## src/rtl/push_crc_sequencer.sv

```systemverilog
// push_crc_sequencer: builds one packet per start request.
// The packet is len_a words from source A, then len_b words from source B,
// then one CRC-8 word (MSB-first, non-reflected) over every forwarded word.
// The PUSH states are a zero-latency pass-through, so data and valid come
// straight from the active source and its ready is the sink's ready.
module push_crc_sequencer #(
    parameter int         LW       = 8,
    parameter logic [7:0] CRC_POLY = 8'h07,
    parameter logic [7:0] CRC_INIT = 8'h00
) (
    input  logic          clk,
    input  logic          rstn,
    input  logic          start,
    input  logic [LW-1:0] len_a,
    input  logic [LW-1:0] len_b,
    output logic          busy,
    output logic          done,
    input  logic [7:0]    a_data,
    input  logic          a_valid,
    output logic          a_ready,
    input  logic [7:0]    b_data,
    input  logic          b_valid,
    output logic          b_ready,
    output logic [7:0]    o_data,
    output logic          o_valid,
    input  logic          o_ready,
    output logic          o_last
);

    typedef enum logic [1:0] {
        S_IDLE   = 2'd0,
        S_PUSH_A = 2'd1,
        S_PUSH_B = 2'd2,
        S_CRC    = 2'd3
    } state_t;

    localparam logic [LW-1:0] CNT_ONE = 1;

    state_t        state_q, state_d;
    logic [LW-1:0] cnt_q, cnt_d;
    logic [LW-1:0] len_a_q, len_a_d;
    logic [LW-1:0] len_b_q, len_b_d;
    logic [7:0]    crc_q, crc_d;
    logic          done_q, done_d;

    // One byte folded into the running CRC, most significant bit first.
    function automatic logic [7:0] crc8(input logic [7:0] crc_in, input logic [7:0] d);
        logic [7:0] c;
        logic       fb;
        c = crc_in;
        for (int i = 7; i >= 0; i--) begin
            fb = c[7] ^ d[i];
            c  = {c[6:0], 1'b0} ^ (fb ? CRC_POLY : 8'h00);
        end
        return c;
    endfunction

    // State, counter, CRC and latched lengths; reset aborts any packet in flight.
    always_ff @(posedge clk or negedge rstn) begin
        if (!rstn) begin
            state_q <= S_IDLE;
            cnt_q   <= '0;
            len_a_q <= '0;
            len_b_q <= '0;
            crc_q   <= CRC_INIT;
            done_q  <= 1'b0;
        end else begin
            state_q <= state_d;
            cnt_q   <= cnt_d;
            len_a_q <= len_a_d;
            len_b_q <= len_b_d;
            crc_q   <= crc_d;
            done_q  <= done_d;
        end
    end

    // Next-state logic plus the output mux for the shared packet port.
    always_comb begin
        state_d = state_q;
        cnt_d   = cnt_q;
        len_a_d = len_a_q;
        len_b_d = len_b_q;
        crc_d   = crc_q;
        done_d  = 1'b0;
        a_ready = 1'b0;
        b_ready = 1'b0;
        o_data  = 8'h00;
        o_valid = 1'b0;
        o_last  = 1'b0;

        unique case (state_q)
            S_IDLE: begin
                if (start) begin
                    len_a_d = len_a;
                    len_b_d = len_b;
                    cnt_d   = '0;
                    crc_d   = CRC_INIT;
                    if (len_a != '0)      state_d = S_PUSH_A;
                    else if (len_b != '0) state_d = S_PUSH_B;
                    else                  state_d = S_CRC;
                end
            end
            S_PUSH_A: begin
                o_data  = a_data;
                o_valid = a_valid;
                a_ready = o_ready;
                if (a_valid && o_ready) begin
                    crc_d = crc8(crc_q, a_data);
                    // Compare against len-1 before incrementing so cnt never wraps.
                    if (cnt_q == len_a_q - CNT_ONE) begin
                        cnt_d   = '0;
                        state_d = (len_b_q != '0) ? S_PUSH_B : S_CRC;
                    end else begin
                        cnt_d = cnt_q + CNT_ONE;
                    end
                end
            end
            S_PUSH_B: begin
                o_data  = b_data;
                o_valid = b_valid;
                b_ready = o_ready;
                if (b_valid && o_ready) begin
                    crc_d = crc8(crc_q, b_data);
                    if (cnt_q == len_b_q - CNT_ONE) begin
                        cnt_d   = '0;
                        state_d = S_CRC;
                    end else begin
                        cnt_d = cnt_q + CNT_ONE;
                    end
                end
            end
            S_CRC: begin
                // CRC word is held from the register, so it stays stable under backpressure.
                o_data  = crc_q;
                o_valid = 1'b1;
                o_last  = 1'b1;
                if (o_ready) begin
                    state_d = S_IDLE;
                    done_d  = 1'b1;
                end
            end
            default: state_d = S_IDLE;
        endcase
    end

    assign busy = (state_q != S_IDLE);
    assign done = done_q;

endmodule

```

## config.mk

```make
export PLATFORM = sky130hd
export DESIGN_NAME = push_crc_sequencer
export DESIGN_NICKNAME = d
export VERILOG_FILES = /design/src/rtl/push_crc_sequencer.sv
export SDC_FILE = /design/constraint.sdc
export NUM_CORES = 1
export LEC_CHECK = 0
export ABC_AREA = 0
export ABC_CLOCK_PERIOD_IN_PS = 2800
export CAP_MARGIN = 5
export CORE_MARGIN = 3
export CORE_UTILIZATION = 45
export CTS_BUF_LIST = sky130_fd_sc_hd__clkbuf_2 sky130_fd_sc_hd__clkbuf_4 sky130_fd_sc_hd__clkbuf_8
export CTS_CLUSTER_SIZE = 40
export DETAILED_ROUTE_END_ITERATION = 6
export PLACE_DENSITY = 0.7
export SYNTH_ARGS = -nofsm -noshare
export SYNTH_HDL_FRONTEND = slang
export SYNTH_SLANG_ARGS = --single-unit
```

## constraint.sdc

```tcl
create_clock -name clk -period 2.8 [get_ports clk]
set_clock_uncertainty 0.05 [all_clocks]
set_input_delay 0.56 -clock clk [delete_from_list [all_inputs] [get_ports clk]]
set_output_delay 0.56 -clock clk [all_outputs]
set_load 0.005 [all_outputs]
```

==> results of run 1 <==
## area by class of cell
| cell class | instances | area (µm²) | share of cell area (%) |
|---|---|---|---|
| Inverter | 12 | 45.04 | 1.265 |
| Clock buffer | 6 | 76.32 | 2.143 |
| Timing Repair Buffer | 58 | 579.3 | 16.27 |
| Clock inverter | 2 | 60.06 | 1.687 |
| Multi-Input combinational cell | 246 | 1831 | 51.41 |
| Sequential cell | 35 | 875.8 | 24.60 |
| Tap cell | 75 | 93.84 | 2.635 |
## kinds of logic (layout without fill, tap and decap cells)
family                     Yosys count  after routing
DFF                                 35             35
buffers and inverters               29             78
AOI/OAI and AO/OA                   59             59
muxes                               18             18
adders and majority gates           10             10
xor gates and xnor gates            65             65
and+or+nand+nor                     94             94
## power by group
group | internal (mW) | switching, mW
registers | 0.684 | 0.240
clock network | 0.366 | 0.184
logic | 1.07 | 1.09
total | 2.12 | 1.51
## sequential cells by signal, summed over array words and instances (netlist names)
signal	flops
len_a_q	8
crc_q	8
done	1
len_b_q	8
state_q	2
cnt_q	8
## path summary, 6_finish.rpt
path | from | endpoint
hold reg to reg | len_a_q[1] | len_a_q[1]
setup / recovery | state_q[1] | o_data[4]
max in group asynchronous | rstn | crc_q[1]
hold / removal | len_a_q[1] | len_a_q[1]
min in group asynchronous | rstn | len_a_q[1]
setup reg to reg | len_b_q[1] | cnt_q[6]
## cell usage in the layout, fill, tap and decap left out, types with 3 or more instances in the layout
cell type and instances:
sky130_fd_sc_hd__nand2_1 25, sky130_fd_sc_hd__o21ai_0 10, sky130_fd_sc_hd__and3_1 3, sky130_fd_sc_hd__mux2_2 16, sky130_fd_sc_hd__nand4_1 7, sky130_fd_sc_hd__nor3_1 4
sky130_fd_sc_hd__and3b_1 3, sky130_fd_sc_hd__ha_1 8, sky130_fd_sc_hd__a21oi_1 5, sky130_fd_sc_hd__nor4_1 5, sky130_fd_sc_hd__xnor2_1 48, sky130_fd_sc_hd__and2_1 4
sky130_fd_sc_hd__nor2_1 19, sky130_fd_sc_hd__a22oi_1 12, sky130_fd_sc_hd__a211oi_1 3, sky130_fd_sc_hd__clkbuf_8 5, sky130_fd_sc_hd__or2_2 3, sky130_fd_sc_hd__a21o_1 6
sky130_fd_sc_hd__or3_1 4, sky130_fd_sc_hd__xor2_1 17, sky130_fd_sc_hd__nand3_1 6, sky130_fd_sc_hd__dfrtp_1 35, sky130_fd_sc_hd__a222oi_1 8, sky130_fd_sc_hd__buf_4 5
sky130_fd_sc_hd__clkdlybuf4s50_1 51, sky130_fd_sc_hd__inv_1 12
## layer usage
metal	vias up	wire length (µm)	share of wire, %	global-route usage, %
li1	1199	-	-	-
met1	1181	3173	47	28.14
met2	78	3101	46	30.65
met3	4	470	6.9	4.563
met4	0	53	0.78	5.468
met5	-	0	0	0
## repair_timing
item / CTS / global route
hold buffers: 0 / 0
setup buffers: 0 / 0
resized for setup: 0 / 2
setup endpoints to repair: 0 / 7
==> qor.log, run 1 <==
INFO  run_status     status=finished, final reports clean
INFO  synthesis      netlist-cell-type-count=47
INFO  critical_path  cp-start-kind=flop
INFO  finish         insertedDiodeCount=0
INFO  sta            final.setup.tns=0ps
INFO  power          pleak=1.469nW
INFO  finish         layout.cell_area.non_filler=3561µm²
INFO  clock_network  cts-buffers-inserted=5
INFO  sta            hold_violations=0
INFO  detailed_routing antenna_left=0
INFO  synthesis      post_synth_and_or_nand_nor_area_fraction=17.39%
INFO  sta            max_slew_headroom_at_the_worst_pin=55.69%
INFO  power          ir_drop=0.6121mV
INFO  critical_path  reg2reg_depth=7
INFO  synthesis      yosys-top-cells-count=sky130_fd_sc_hd__xnor2_1 (48), sky130_fd_sc_hd__dfrtp_1 (35), sky130_fd_sc_hd__nand2_1 (25)
INFO  synthesis      yosys.area_share.adder=4.359%
INFO  sta            rsz0062_at_grt=false
INFO  placed_design  placement.cell_area=3418µm²
INFO  sta            max_freq=372.2MHz
INFO  clock_network  clockRootBuffer=sky130_fd_sc_hd__clkbuf_8
INFO  synthesis      share_of_the_synthesized_netlist_area_taken_by_xor_and_xnor_gates=20.24%
INFO  power          total_power_density_per_cell_area=1020nW/µm²
INFO  synthesis      synth-compound-area-share=15.88%
INFO  clock_network  maximum_count_of_clock_buffers_along_a_single_path=2
INFO  synthesis      yosys.cell_count.top_type=sky130_fd_sc_hd__xnor2_1
INFO  synthesis      synth-warning-count=0
INFO  detailed_routing detailed_routing_iterations_pass_1=6
INFO  critical_path  setup.reg_to_reg.worst_slack=320ps
INFO  synthesis      synth_seq_area_share=31.14%
INFO  floorplanning  die_height=85.06µm
INFO  run            max_cap_violations=0
INFO  synthesis      yosys_register_bits=35
INFO  critical_path  crit_path_cell_trace=inv_1, ha_1, buf_6, a222oi_1, nor2_1, clkdlybuf4s50_1
INFO  min_path       cell_depth_of_the_worst_min_delay_path=1
INFO  sta            whs=497.8ps
INFO  synthesis      yosys.area.top_type_share=31.14%
INFO  sta            layout_min_cycle_time=2687ps
INFO  critical_path  critPathMaxStageDelay=470ps
INFO  critical_path  critPathTopFamily=buffers and inverters
INFO  floorplanning  die_x=85.06µm
INFO  critical_path  critPathKind=flop to output pin
INFO  synthesis      syn_area_per_cell=9.073µm²
INFO  synthesis      synth_mux_area_share=7.117%
INFO  synthesis      post_synthesis_net_count=357
INFO  grt            grt_pass1_wl=11650µm
INFO  clock_network  tritoncts_num_sinks=35
INFO  critical_path  end_kind=output pin
INFO  floorplanning  design.core.area=5991µm²
INFO  grt            grtUsageTotal=19.91%
INFO  grt            antenna_found_initial=0
INFO  detailed_routing drt_first_iter_violations=189
INFO  grt            grt_pass1_vias=2399
INFO  grt            maximum_number_of_pins_on_one_net_before_global_route_repair=36
INFO  clock_network  cts_max_level=2
INFO  synthesis      synth_async_sr_flop_share=100.0%
INFO  critical_path  worst-path-stages=6
INFO  placed_design  hpwl=5095µm
INFO  finish         fillerInstances=531
INFO  finish         layout-drive-gt1-share=10.86%
INFO  floorplanning  io-pin-count=52
INFO  power          post-layout-total-power=3.631mW
INFO  clock_network  cts_tree=built
INFO  sta            final-setup-viol-count=0
INFO  placed_design  io_buffers=51
INFO  critical_path  arrival=2080ps
INFO  detailed_routing vias_per_cell=5.673
INFO  critical_path  critical_path_buf_inv_count=3
INFO  critical_path  critical_path_peak_fanout=23
INFO  grt            grt_overflow=0
INFO  finish         area.growth.synth_to_final=26.60%
INFO  synthesis      synth.largest_area_cell=sky130_fd_sc_hd__dfrtp_1
INFO  sta            final.period_utilization=95.96%
INFO  detailed_routing drt_drc_violations_left=0
INFO  detailed_routing avgRoutedWirePerCell=15.66µm
INFO  synthesis      dominantRegCellSynth=sky130_fd_sc_hd__dfrtp_1
INFO  synthesis      synth-edff-count=0
INFO  sta            timing.final.max_slew_violations=0
INFO  sta            final_critical_path_setup_slack=113.1ps
INFO  critical_path  worst_ep_required_time=2190ps
INFO  finish         layout.core_utilization=59.44%
INFO  synthesis      syn-instance-count=310
INFO  placed_design  dp.cells=426
INFO  finish         final_net_count=405
INFO  placed_design  gp_routability_congestion=0.8903
INFO  floorplanning  initial_utilization=46.95%
INFO  clock_network  clk-insertion-delay-late=290ps
INFO  placed_design  pre_cts_ws=222.3ps
INFO  synthesis      dominant_combinational_cell_family_by_area_after_synthesis=XOR/XNOR gates
INFO  floorplanning  floorplan.rows=28
INFO  detailed_routing via_count=2462
INFO  critical_path  critPathSlowestCell=sky130_fd_sc_hd__clkdlybuf4s50_1
INFO  finish         layoutNonFillerInstCount=434
INFO  min_path       hold_path_class=flop to flop
INFO  clock_network  path_clk_slew=70ps
INFO  detailed_routing routed_wirelength=6798µm
INFO  synthesis      post_synth_instance_area=2813µm²
INFO  floorplanning  dieArea=7235µm²
INFO  synthesis      yosys-top-cells-area=sky130_fd_sc_hd__dfrtp_1 (31%), sky130_fd_sc_hd__xnor2_1 (15%), sky130_fd_sc_hd__mux2_2 (6.4%), sky130_fd_sc_hd__xor2_1 (5.3%), sky130_fd_sc_hd__ha_1 (4.0%)
INFO  sta            tightestPinTransition=663.1ps
(Power assumes the default switching activity.)
==> inputs of run 2 (changes only) <==
--- a/config.mk
+++ b/config.mk
@@ -6,7 +6,7 @@
 export NUM_CORES = 1
 export LEC_CHECK = 0
 export ABC_AREA = 0
-export ABC_CLOCK_PERIOD_IN_PS = 2800
+export ABC_CLOCK_PERIOD_IN_PS = 3400
 export CAP_MARGIN = 5
 export CORE_MARGIN = 3
 export CORE_UTILIZATION = 45
==> constraint.sdc (replaced) <==
create_clock -name clk -period 3.4 [get_ports clk]
set_clock_uncertainty 0.05 [all_clocks]
set_input_delay 0.68 -clock clk [delete_from_list [all_inputs] [get_ports clk]]
set_output_delay 0.68 -clock clk [all_outputs]
set_load 0.005 [all_outputs]
==> qor.log, run 2 (synthesis results as in run 1) <==
INFO  run_status     status=finished, final reports clean
INFO  finish         insertedDiodeCount=0
INFO  clock_network  cts_max_level=2
INFO  min_path       cell_depth_of_the_worst_min_delay_path=1
INFO  grt            grtUsageTotal=19.85%
INFO  finish         layoutNonFillerInstCount=431
INFO  sta            final.period_utilization=90.24%
INFO  clock_network  clk-insertion-delay-late=290ps
INFO  power          total_power_density_per_cell_area=836.8nW/µm²
INFO  floorplanning  die_x=85.06µm
INFO  critical_path  setup.reg_to_reg.worst_slack=580ps
INFO  critical_path  critPathKind=flop to output pin
INFO  sta            final.setup.tns=0ps
INFO  power          pleak=1.451nW
INFO  finish         layout-drive-gt1-share=9.831%
INFO  critical_path  end_kind=output pin
INFO  sta            rsz0062_at_grt=false
INFO  sta            tightestPinTransition=715.1ps
INFO  critical_path  endpoint_of_the_most_critical_register_to_register_path=cnt_q[4]
INFO  clock_network  post_cts_resize_count=0
INFO  grt            grt_overflow=0
INFO  grt            groute.layer.met1.usage=29.05%
INFO  sta            final-setup-viol-count=0
INFO  placed_design  hpwl=5097µm
INFO  finish         layout.cell_area.non_filler=3520µm²
INFO  sta            final_critical_path_setup_slack=331.9ps
INFO  power          post-layout-total-power=2.945mW
INFO  placed_design  io_buffers=51
INFO  grt            antenna_found_initial=0
INFO  sta            hold_violations=0
INFO  detailed_routing antenna_left=0
INFO  run            max_cap_violations=0
INFO  placed_design  pre_cts_ws=510.6ps
INFO  critical_path  worst_ep_required_time=2670ps
INFO  sta            max_slew_headroom_at_the_worst_pin=52.32%
INFO  clock_network  post_cts_hold_buffer_count=0
INFO  critical_path  reg2reg_depth=9
INFO  detailed_routing routed_wirelength=6879µm
INFO  clock_network  clockRootBuffer=sky130_fd_sc_hd__clkbuf_8
INFO  floorplanning  floorplan.rows=28
INFO  critical_path  arrival=2340ps
INFO  grt            groute.layer.met2.usage=30.51%
INFO  grt            grt_pass1_wl=11590µm
INFO  detailed_routing detailed_routing_iterations_pass_1=5
INFO  floorplanning  io-pin-count=52
INFO  detailed_routing via_count=2437
INFO  detailed_routing drt_drc_violations_left=0
INFO  clock_network  cts-buffers-inserted=5
INFO  placed_design  dp.cells=423
INFO  critical_path  reg2reg_from=state_q[0]
INFO  finish         mostFrequentLayoutCell=sky130_fd_sc_hd__clkdlybuf4s50_1
INFO  grt            grt_busiest_layer=met2
INFO  placed_design  placement.cell_area=3383µm²
INFO  sta            layout_min_cycle_time=3068ps
INFO  sta            timing.final.max_slew_violations=0
INFO  clock_network  cts_tree=built
INFO  detailed_routing avgRoutedWirePerCell=15.96µm
INFO  clock_network  tritoncts_num_sinks=35
INFO  min_path       hold_end=len_a_q[1]
INFO  detailed_routing vias_per_cell=5.654
INFO  floorplanning  die_height=85.06µm
INFO  clock_network  maximum_count_of_clock_buffers_along_a_single_path=2
INFO  finish         area.growth.synth_to_final=25.13%
INFO  finish         final_net_count=402
INFO  sta            whs=509.7ps
INFO  critical_path  cp-start-kind=flop
INFO  clock_network  post_cts.repair.setup_buffers=0
INFO  floorplanning  design.core.area=5991µm²
INFO  critical_path  critical_path_peak_fanout=16
INFO  grt            maximum_number_of_pins_on_one_net_before_global_route_repair=36
INFO  clock_network  path_clk_slew=80ps
INFO  grt            groute.layer.met3.usage=3.010%
INFO  finish         final_cell_mix=sky130_fd_sc_hd__clkdlybuf4s50_1 (51), sky130_fd_sc_hd__xnor2_1 (48), sky130_fd_sc_hd__dfrtp_1 (35), sky130_fd_sc_hd__nand2_1 (25), sky130_fd_sc_hd__nor2_1 (19)
INFO  power          ir_drop=0.5212mV
INFO  floorplanning  initial_utilization=46.95%
INFO  sta            max_freq=325.9MHz
INFO  min_path       timing.hold.worst.start=len_a_q[1]
INFO  detailed_routing drt_first_iter_violations=168
INFO  placed_design  gp_routability_congestion=0.8915
INFO  floorplanning  dieArea=7235µm²
INFO  min_path       hold_path_class=flop to flop
INFO  finish         layout.core_utilization=58.75%
INFO  grt            grt_pass1_vias=2323
## run 2: cell count changes in the layout (fill, tap and decap cells not counted)
cell / delta
sky130_fd_sc_hd__buf_6: -1
sky130_fd_sc_hd__buf_12: -1
sky130_fd_sc_hd__ha_2: -1
sky130_fd_sc_hd__ha_1: +1
sky130_fd_sc_hd__buf_4: -1
## run 2: worst max path at each step
stage | from | end | slack, ps | depth (start not counted)
6_report | state_q[0] | o_data[0] | 330 | 5
5_1_grt | state_q[0] | o_data[2] | 170 | 5
4_1_cts | state_q[0] | o_data[0] | 310 | 5
3_5_place_dp | o_ready | cnt_q[4] | 510 | 8
3_3_place_gp | o_ready | cnt_q[3] | 590 | 8
2_1_floorplan | state_q[0] | o_valid | 1120 | 6
## run 2: routing by layer
layer  share of wire (%)  wire [µm]
met1                  49       3396
met2                  45       3105
met3                 4.4        305
met4                 1.0         72
met5                   0          0
## run 2: report_power, final
part           total, mW  internal, mW  switching (mW)
registers          0.769         0.563           0.206
logic               1.72         0.840           0.876
clock network      0.460         0.301           0.158
total               2.95          1.70            1.24
## run 2: final cells by class
class	count	area [µm²]
flip-flops and latches	35	875.8
well taps	75	93.84
multi-input cells	246	1828
clock inverters	2	60.06
clock buffers	6	76.32
repair buffers	55	540.5
fillers	533	2471
inverters	12	45.04
## run 2: worst max-delay path, stage by stage (launching register included)
cell and delay (ps):
sky130_fd_sc_hd__dfrtp_1 420, sky130_fd_sc_hd__inv_1 140, sky130_fd_sc_hd__ha_1 600, sky130_fd_sc_hd__a222oi_1 220, sky130_fd_sc_hd__nor2_1 130, sky130_fd_sc_hd__clkdlybuf4s50_1 540
